`config.mk`:
```
export PLATFORM = sky130hd
export DESIGN_NAME = block_spawner
export DESIGN_NICKNAME = d
export VERILOG_FILES = /design/src/rtl/game_pkg.sv /design/src/rtl/spawn_slot.sv /design/src/rtl/block_spawner.sv
export SDC_FILE = /design/constraint.sdc
export NUM_CORES = 1
export LEC_CHECK = 0
export BUFFER_PORTS_ARGS = -buffer_cell sky130_fd_sc_hd__clkbuf_2
export CAP_MARGIN = 10
export CORE_MARGIN = 2
export CORE_UTILIZATION = 50
export CTS_CLUSTER_SIZE = 20
export DETAILED_ROUTE_END_ITERATION = 10
export PLACE_DENSITY = 0.78
export SETUP_SLACK_MARGIN = 0.5
export SLEW_MARGIN = 40
export SYNTH_ARGS = -nofsm -noshare
export SYNTH_HDL_FRONTEND = slang
export SYNTH_SLANG_ARGS = --single-unit
```
`constraint.sdc`:
```
create_clock -name frame_clk -period 6.15 [get_ports frame_clk]
set_clock_uncertainty 0.2 [all_clocks]
set_input_delay 1.23 -clock frame_clk [delete_from_list [all_inputs] [get_ports frame_clk]]
set_output_delay 1.23 -clock frame_clk [all_outputs]
set_load 0.005 [all_outputs]
```
`src/rtl/game_pkg.sv`:
```
// Shared types and helpers for the falling-block spawner: slot lifecycle states
// and the lane-to-X mapping.
package game_pkg;

  typedef enum logic [1:0] {
    IDLE   = 2'd0,
    ARM    = 2'd1,
    LOAD   = 2'd2,
    ACTIVE = 2'd3
  } slot_state_t;

  localparam int LANE_COUNT = 4;

  function automatic logic [9:0] lane_x(input logic [1:0] lane,
                                        input logic [9:0] base,
                                        input logic [9:0] step);
    return base + (10'(lane) * step);
  endfunction

endpackage

```
`src/rtl/spawn_slot.sv`:
```
// One managed block instance: lifecycle FSM, latched X centre, reset pulse and
// pause-gated ready.
module spawn_slot
  import game_pkg::*;
#(
  parameter int LANE_X_BASE = 200,
  parameter int Y_MAX       = 479
) (
  input  logic       frame_clk,
  input  logic       Reset,
  input  logic       game_enable,
  input  logic       alloc_i,
  input  logic [9:0] x_new_i,
  input  logic [9:0] y_i,
  output logic [9:0] x_o,
  output logic       reset_o,
  output logic       ready_o,
  output logic       idle_o
);

  slot_state_t state_q, state_d;
  logic [9:0]  x_q, x_d;

  always_ff @(posedge frame_clk) begin
    if (Reset) begin
      state_q <= IDLE;
      x_q     <= 10'(LANE_X_BASE);
    end else begin
      state_q <= state_d;
      x_q     <= x_d;
    end
  end

  // ARM and LOAD advance regardless of game_enable so a paused spawn still completes.
  always_comb begin
    state_d = state_q;
    x_d     = x_q;
    unique case (state_q)
      IDLE: begin
        if (alloc_i) begin
          state_d = ARM;
          x_d     = x_new_i;
        end
      end
      ARM:    state_d = LOAD;
      LOAD:   state_d = ACTIVE;
      ACTIVE: if (y_i > 10'(Y_MAX)) state_d = IDLE;
      default: state_d = IDLE;
    endcase
  end

  assign x_o     = x_q;
  assign reset_o = (state_q == LOAD);
  assign ready_o = (state_q == ACTIVE) && game_enable;
  assign idle_o  = (state_q == IDLE);

endmodule

```
`src/rtl/block_spawner.sv`:
```
// Playfield spawn scheduler: per-frame interval counter, LFSR lane picker and
// lowest-index-free slot allocator driving NUM_SLOTS block instances.
module block_spawner
  import game_pkg::*;
#(
  parameter int          NUM_SLOTS    = 4,
  parameter int          SPAWN_PERIOD = 60,
  parameter int          LANE_X_BASE  = 200,
  parameter int          LANE_X_STEP  = 80,
  parameter int          Y_MAX        = 479,
  parameter logic [15:0] LFSR_SEED    = 16'hACE1
) (
  input  logic                    frame_clk,
  input  logic                    Reset,
  input  logic                    game_enable,
  input  logic [10*NUM_SLOTS-1:0] slot_y,
  output logic [10*NUM_SLOTS-1:0] slot_x,
  output logic [NUM_SLOTS-1:0]    slot_reset,
  output logic [NUM_SLOTS-1:0]    slot_ready,
  output logic [15:0]             spawn_count,
  output logic [7:0]              drop_count
);

  localparam int CNT_W = (SPAWN_PERIOD > 2) ? $clog2(SPAWN_PERIOD) : 1;

  logic [CNT_W-1:0]     frame_cnt_q, frame_cnt_d;
  logic [15:0]          lfsr_q, lfsr_d;
  logic [1:0]           last_lane_q, last_lane_d;
  logic [15:0]          spawn_cnt_q, spawn_cnt_d;
  logic [7:0]           drop_cnt_q, drop_cnt_d;

  logic                 spawn_edge;
  logic [1:0]           cand, lane;
  logic [9:0]           x_new;
  logic [NUM_SLOTS-1:0] idle, alloc;
  logic                 any_free;

  assign spawn_edge = game_enable && (frame_cnt_q == CNT_W'(SPAWN_PERIOD - 1));
  assign cand       = lfsr_q[1:0];
  assign lane       = (cand == last_lane_q) ? cand + 2'd1 : cand;
  assign x_new      = lane_x(lane, 10'(LANE_X_BASE), 10'(LANE_X_STEP));

  // Lowest-index IDLE slot wins; a slot leaving ACTIVE this edge is not yet IDLE.
  always_comb begin
    alloc    = '0;
    any_free = 1'b0;
    for (int i = 0; i < NUM_SLOTS; i++) begin
      if (idle[i] && !any_free) begin
        alloc[i] = spawn_edge;
        any_free = 1'b1;
      end
    end
  end

  always_comb begin
    frame_cnt_d = frame_cnt_q;
    lfsr_d      = lfsr_q;
    last_lane_d = last_lane_q;
    spawn_cnt_d = spawn_cnt_q;
    drop_cnt_d  = drop_cnt_q;
    if (spawn_edge) begin
      frame_cnt_d = '0;
      lfsr_d      = {lfsr_q[14:0], lfsr_q[15] ^ lfsr_q[13] ^ lfsr_q[12] ^ lfsr_q[10]};
      last_lane_d = lane;
      if (any_free)                spawn_cnt_d = spawn_cnt_q + 16'd1;
      else if (drop_cnt_q != 8'hFF) drop_cnt_d = drop_cnt_q + 8'd1;
    end else if (game_enable) begin
      frame_cnt_d = frame_cnt_q + CNT_W'(1);
    end
  end

  always_ff @(posedge frame_clk) begin
    if (Reset) begin
      frame_cnt_q <= '0;
      lfsr_q      <= LFSR_SEED;
      last_lane_q <= 2'd3;
      spawn_cnt_q <= '0;
      drop_cnt_q  <= '0;
    end else begin
      frame_cnt_q <= frame_cnt_d;
      lfsr_q      <= lfsr_d;
      last_lane_q <= last_lane_d;
      spawn_cnt_q <= spawn_cnt_d;
      drop_cnt_q  <= drop_cnt_d;
    end
  end

  for (genvar g = 0; g < NUM_SLOTS; g++) begin : g_slot
    spawn_slot #(
      .LANE_X_BASE(LANE_X_BASE),
      .Y_MAX      (Y_MAX)
    ) u_slot (
      .frame_clk  (frame_clk),
      .Reset      (Reset),
      .game_enable(game_enable),
      .alloc_i    (alloc[g]),
      .x_new_i    (x_new),
      .y_i        (slot_y[10*g +: 10]),
      .x_o        (slot_x[10*g +: 10]),
      .reset_o    (slot_reset[g]),
      .ready_o    (slot_ready[g]),
      .idle_o     (idle[g])
    );
  end

  assign spawn_count = spawn_cnt_q;
  assign drop_count  = drop_cnt_q;

endmodule

```
==> key figures, run 1 <==
Power
  • Comb pwr share: 0.079
  • Clock share of power: 0.420
  • Maximum VDD drop: 140 uV
  • Total power: 1.01 mW
  • Pwr dens: 240 mW/mm2
  • Lkg Pwr: 1.74 nW
  • Sequential share of power: 0.501
  • P_int: 762 uW
  • P_sw: 250 uW
  • Switching Share: 0.247

Timing
  • Setup violators final: 0
  • Final min period: 3150 ps
  • Slew Viols, Final: 0
  • Worst Max-Slew Pin Slew: 713 ps
  • Setup TNS: 0 ps
  • Slew HR: 0.518
  • Final Hold Vio Count: 0
  • RSZ-0062 raised after global routing: no
  • Max Freq: 0.318 GHz
  • Crit share post-route: 0.512

Clock tree
  • CTS tree: yes
  • Sink Count: 76
  • Clock Path Buffers: 2
  • Hold Buf Count CTS: 0
  • CTS buffer count: 9
  • Reg clk slew, reported paths: 80 ps
  • CTS resizes: 0
  • Number of post-CTS setup repair buffers: 0
  • Clock Latency Late Sink: 360 ps
  • CTS H-tree lvls: 3
  • Clk root buf: clkbuf_8

Critical path
  • R2r endpoint: drop_count[5]
  • Critical path endpoint: slot_ready[1]
  • Crit path depth: 3
  • CP delay by family, top: buffers and inverters
  • Worst path bufs/invs: 2
  • Crit path cell chain: clkbuf_2 > and2_1 > clkbuf_2
  • Max FO, Critical Path: 11
  • WP data arrival: 1720 ps
  • Setup crit start kind: input pin
  • Max incr delay on CP: 210 ps
  • Launch point of the critical path: game_enable
  • Critical Path RT: 4720 ps
  • Slowest-stage cell, CP: clkbuf_2
  • Most common cell on crit path: clkbuf_2
  • Crit path kind: in -> out
  • Worst Reg-to-Reg Cells: 6
  • Setup crit end kind: output pin
  • R2R setup slack: 3190 ps
  • Worst r2r src: g_slot[0].u_slot.state_q[0]

Synth
  • Number of synthesized flops with an enable pin: 0
  • Sequential-to-total area share from yosys stat: 0.411
  • Post-synthesis async set-or-reset flop share: 0
  • Post-Syn Area: 0.00370 mm2
  • Top FF cell, synth: dfxtp_1
  • Synth top area share: 0.411
  • Avg Inst Size Synth: 8.66 um2
  • Synth Register Bits: 76
  • Ys Warns: 0
  • Synth cell types: 48
  • Most area-consuming cells after synthesis: dfxtp_1, buf_4, ha_1
  • Post-synthesis cell count: 428
  • Cell taking the most area after synthesis: dfxtp_1

GRT
  • Vias in the first global route: 2898
  • First-pass GRT wire length: 13300 um
  • Total track usage: 0.199
  • Initial antenna violation count: 0
  • Grt ovf: 0
  • Largest net degree at the start of global routing: 78

Finish
  • Filler Cells Inserted: 655
  • Ant diodes: 0
  • Cell area after layout: 0.00421 mm2
  • Share of layout cells above drive strength 1: 0.204
  • Layout area overhead: 13.7%
  • Footprint of the multi-input gates: 0.00190 mm2
  • # nets final: 544
  • Sequential Area: 0.00152 mm2

Routing
  • Total Wirelength: 7770 um
  • Top sig layer: met4
  • Met3 Wirelength: 369 um
  • Antenna Nets Post-Route: 0
  • Average routed wire per standard cell: 13.2 um
  • TritonRoute pass-1 iters: 4
  • Met1 WL: 3480 um
  • Via density: 5.19
  • Routed via count: 3054
  • DRC: 0
  • Met2 routed WL: 3800 um
  • First-iteration detailed-routing DRC count: 166

Flow run
  • Max-capacitance violation count: 0

Place
  • GPL Wtd Cong: 0.764
  • Dpl hpwl: 5370 um
  • DP Area: 0.00399 mm2
  • Input/output buffers: 74

Floorplanning
  • # rows: 31
  • Starting density of the core: 0.514
  • Io pins: 115
  • Die X: 90.1 um
  • Die footprint: 0.00811 mm2
  • Core Region: 0.00721 mm2
  • Die Height: 90.1 um

Outcome
  • Status: finished, final reports clean

Hold path
  • Worst hold path class: reg -> reg
## tightest hold or removal path, delay by kind of cell (launching register included)
kind	cells	cell delay [ps]
flip-flops	1	320
AND/OR/NAND/NOR	2	90
## how the worst min path moves through the flow
| stage | from | end | slack [ps] | cells past startpoint |
|---|---|---|---|---|
| floorplan | lfsr_q[2] | lfsr_q[3] | 230 | 2 |
| global placement | g_slot[0].u_slot.x_o[6] | g_slot[0].u_slot.x_o[6] | 240 | 2 |
| detailed placement | g_slot[0].u_slot.x_o[6] | g_slot[0].u_slot.x_o[6] | 240 | 2 |
| CTS | g_slot[0].u_slot.x_o[6] | g_slot[0].u_slot.x_o[6] | 250 | 2 |
| global route | g_slot[3].u_slot.x_o[6] | g_slot[3].u_slot.x_o[6] | 270 | 2 |
| finish | g_slot[3].u_slot.x_o[6] | g_slot[3].u_slot.x_o[6] | 260 | 2 |
## cell usage after synthesis, drive strengths merged (4+ instances only)
| master | number |
|---|---|
| ha | 16 |
| a21oi | 37 |
| buf | 33 |
| a211o | 6 |
| nor2 | 22 |
| or4 | 10 |
| o21a | 6 |
| or3 | 9 |
| dfxtp | 76 |
| nand4 | 12 |
| o21ai | 11 |
| nand2 | 52 |
| nand3 | 12 |
| a211oi | 5 |
| nor3 | 8 |
| mux2i | 8 |
| nor2b | 4 |
| nor4 | 4 |
| o31ai | 8 |
| inv | 15 |
| nand3b | 12 |
| and2 | 5 |
| xor2 | 4 |
| clkbuf | 15 |
| xnor2 | 8 |
| nand2b | 7 |
## layout by cell type (no fill, tap or decap), types with 9 or more instances in the layout
| master | netlist | final |
|---|---|---|
| clkbuf_2 | 1 | 74 |
| nand3b_1 | 12 | 12 |
| nand2_1 | 52 | 52 |
| nand4_1 | 12 | 12 |
| a21oi_1 | 37 | 37 |
| o21ai_0 | 11 | 11 |
| nor2_1 | 22 | 22 |
| or4_1 | 9 | 9 |
| dfxtp_1 | 76 | 76 |
| inv_1 | 15 | 15 |
| nand3_1 | 12 | 12 |
| ha_1 | 16 | 16 |
| clkbuf_8 | 0 | 9 |
| or3_1 | 9 | 9 |
| conb_1 | 2 | 20 |
## cell type report
class | instances | share of cell area
clock buffers | 9 | 0.0294
clock inverters | 7 | 0.0232
inverters | 15 | 0.0134
multi-input cells | 307 | 0.452
flip-flops and latches | 76 | 0.361
well taps | 99 | 0.0294
repair buffers | 76 | 0.0915
## routing by layer
| layer | track usage | up-vias |
|---|---|---|
| met5 | 0 | - |
| met4 | 0.0846 | 0 |
| met3 | 0.0394 | 9 |
| met2 | 0.335 | 71 |
| met1 | 0.249 | 1409 |
| li1 | - | 1565 |
## power by group through the flow
| stage | clock, mW | combinational (mW) | sequential [mW] |
|---|---|---|---|
| after floorplan | 0 | 0.0678 | 0.517 |
| after global placement | 0 | 0.0743 | 0.517 |
| after detailed placement | 0 | 0.0798 | 0.518 |
| after CTS | 0.431 | 0.0797 | 0.507 |
| after global routing | 0.455 | 0.0909 | 0.508 |
| final | 0.425 | 0.0801 | 0.507 |
## registers in the layout, indices dropped and copies added (netlist names)
signal,flops
drop_count,8
frame_cnt_q,6
g_slot.u_slot.state_q,8
g_slot.u_slot.x_o,20
last_lane_q,2
lfsr_q,16
spawn_count,16
## cell families (layout without fill, tap and decap cells)
logic type,after synthesis,count (layout),share of synthesized area
AO/OA/AOI/OAI,81,81,0.134
XOR/XNOR,12,12,0.0284
adder cells (fa/ha/maj),16,16,0.0540
buffers and inverters,63,107,0.0952
flip-flops,76,76,0.411
multiplexers,10,10,0.0277
other,2,20,0.00203
AND/OR/NAND/NOR,168,168,0.248
## per-stage QoR
| step | utilization | hold slack, ps | cells | setup WS, ps |
|---|---|---|---|---|
| 6_report | 0.584 | 257 | 589 | 3000 |
| 3_5_place_dp | 0.553 | 236 | 573 | 2860 |
| 5_1_grt | 0.584 | 268 | 589 | 2880 |
| 2_1_floorplan | - | 232 | 446 | 3090 |
| 4_1_cts | 0.584 | 254 | 589 | 3000 |
| 3_3_place_gp | 0.552 | 241 | 573 | 2910 |
(Power assumes the default switching activity.)
==> run 2, diff against run 1 <==
- ABC_AREA: default -> 1
- clock period: 6.15 -> 3 ns (I/O delays scaled with it)
==> run 2 against run 1 <==
- sequential cell count unchanged
- sequential share of layout area decreased by 0.93 points
- synthesized cell count increased by 16%
- first-iteration DRC count decreased by 35%
- largest power group unchanged
==> key figures, run 2 <==
Timing
  • Slew HR: 0.609
  • Worst Max-Slew Pin Slew: 581 ps
  • Crit share post-route: 0.757
  • Final Hold Vio Count: 0
  • Final min period: 2270 ps
  • Slew Viols, Final: 0
  • Max Freq: 0.440 GHz
  • Setup TNS: 0 ps
  • Worst setup margin: 730 ps
  • Setup violators final: 0
  • RSZ-0062 raised after global routing: no

Clock tree
  • Hold Buf Count CTS: 0
  • Clock Latency Late Sink: 350 ps
  • CTS buffer count: 9
  • Clock Path Buffers: 2
  • Sink Count: 76
  • Clk root buf: clkbuf_8
  • Reg clk slew, reported paths: 70 ps
  • Number of post-CTS setup repair buffers: 0
  • CTS tree: yes
  • CTS H-tree lvls: 3
  • CTS resizes: 0

Synth
  • Post-Syn Area: 0.00376 mm2
  • Avg Inst Size Synth: 7.58 um2
  • Ys Warns: 0
  • Cell taking the most area after synthesis: dfxtp_1
  • Sequential-to-total area share from yosys stat: 0.404
  • Synth cell types: 34
  • Synth Register Bits: 76
  • Synth top area share: 0.404
  • Top-count cell post-synth: nand2_1
  • Post-synthesis cell count: 497
  • Most area-consuming cells after synthesis: dfxtp_1, nand2_1, inv_1
  • Post-synth top cells: nand2_1, dfxtp_1, inv_1
  • Top FF cell, synth: dfxtp_1
  • Post-synthesis async set-or-reset flop share: 0
  • Number of synthesized flops with an enable pin: 0

Hold path
  • Worst Hold Depth: 2
  • Worst hold path class: reg -> reg

GRT
  • Total track usage: 0.203
  • Largest net degree at the start of global routing: 27
  • Initial antenna violation count: 0
  • First-pass GRT wire length: 13600 um
  • Vias in the first global route: 3053
  • Grt ovf: 0

Finish
  • Layout area overhead: 14.9%
  • Ant diodes: 0
  • Share of layout cells above drive strength 1: 0.186
  • Commonest non-fill, non-tap cells in the layout: nand2_1, dfxtp_1, clkbuf_2
  • Commonest non-fill, non-tap cell in the layout: nand2_1
  • Max reg flops: 20
  • # nets final: 625

Floorplanning
  • Die X: 90.8 um
  • Starting density of the core: 0.519
  • Die footprint: 0.00824 mm2
  • Core Region: 0.00725 mm2
  • Io pins: 115
  • # rows: 31
  • Die Height: 90.8 um

Place
  • Place WS: 597 ps
  • GPL Wtd Cong: 0.825
  • Dpl hpwl: 6060 um
  • Input/output buffers: 74

Outcome
  • Status: finished, final reports clean

Critical path
  • Most common cell on crit path: nand2_1
  • Slowest-stage cell, CP: dfxtp_1
  • Crit path kind: reg -> reg
  • Max FO, Critical Path: 11
  • Setup crit end kind: flip-flop
  • Max incr delay on CP: 380 ps
  • Setup crit start kind: flip-flop
  • Crit path cell chain: inv_1 > ha_1 > nor2_1 > nand3_1 > nand2_2 > inv_2 > nand2_1 > nand2_1 > nor3b_1
  • WP data arrival: 2310 ps
  • Critical Path RT: 3040 ps
  • Worst Reg-to-Reg Cells: 9

Routing
  • Total Wirelength: 7960 um
  • TritonRoute pass-1 iters: 4
  • Antenna Nets Post-Route: 0
  • Top sig layer: met4
  • First-iteration detailed-routing DRC count: 108
  • Average routed wire per standard cell: 11.9 um
  • Met1 WL: 3530 um
  • DRC: 0
  • Routed via count: 3283
  • Met2 routed WL: 3990 um
  • Met3 Wirelength: 299 um
  • Via density: 4.90

Power
  • Maximum VDD drop: 315 uV
  • Lkg Pwr: 2.02 nW
  • Pwr dens: 527 mW/mm2

Flow run
  • Max-capacitance violation count: 0
==> run 2: changes by cell type in the layout (fill, tap and decap cells not counted), sizes merged, moves of 9 or more <==
cell,before,now
nand2,52,107
nand3,12,21
or4,10,0
inv,17,60
or3,9,0
o21ai,11,28
nor2,22,50
==> run 2: per-stage QoR <==
step	area (um2)	hold WS, ps	util	power, mW	instances
floorplan	3830	231	-	1.30	515
CTS	4320	256	0.596	2.29	670
detailed placement	4070	248	0.562	1.34	654
global placement	4070	236	0.562	1.32	654
global route	4320	297	0.596	2.39	670
finish	4320	259	0.596	2.28	670
==> run 2: metal layers <==
| metal | up-vias | track usage |
|---|---|---|
| met1 | 1508 | 0.241 |
| met3 | 13 | 0.0367 |
| met4 | 0 | 0.0909 |
| met5 | - | 0 |
| met2 | 70 | 0.356 |
| li1 | 1692 | - |
==> run 2: worst max-delay path, delay by kind of cell (launching register included) <==
kind / cells / cell delay (ps)
DFF: 1 / 380
buffers and inverters: 2 / 210
adders and majority gates: 1 / 250
and+or+nand+nor: 6 / 1120
==> run 2: final timing paths <==
check / startpoint / to / slack [ps]
setup / recovery: g_slot[1].u_slot.state_q[1] / spawn_count[6] / 730
hold / removal: lfsr_q[14] / lfsr_q[15] / 260
setup reg to reg: g_slot[1].u_slot.state_q[1] / spawn_count[6] / 730
hold reg to reg: lfsr_q[14] / lfsr_q[15] / 260
==> run 2: cell type report <==
cell class / count / area, um2
timing repair buffer: 77 / 393
multi-input combinational: 340 / 1800
sequential: 76 / 1520
clock inverter: 4 / 95.1
fill: 669 / 2930
clock buffer: 12 / 155
tap: 99 / 124
inverter: 62 / 233
==> run 2: logic make-up after synthesis <==
logic type / synth area share
AOI/OAI and AO/OA: 0.130
xor gates and xnor gates: 0.0302
adders and majority gates: 0.0532
buffers and inverters: 0.135
DFF: 0.404
muxes: 0.00266
other: 0.00199
and+or+nand+nor: 0.243
==> run 2: power breakdown <==
group	switching, mW	internal [mW]
Combinational	0.160	0.0988
Sequential	0.0221	1.04
Clock	0.365	0.597
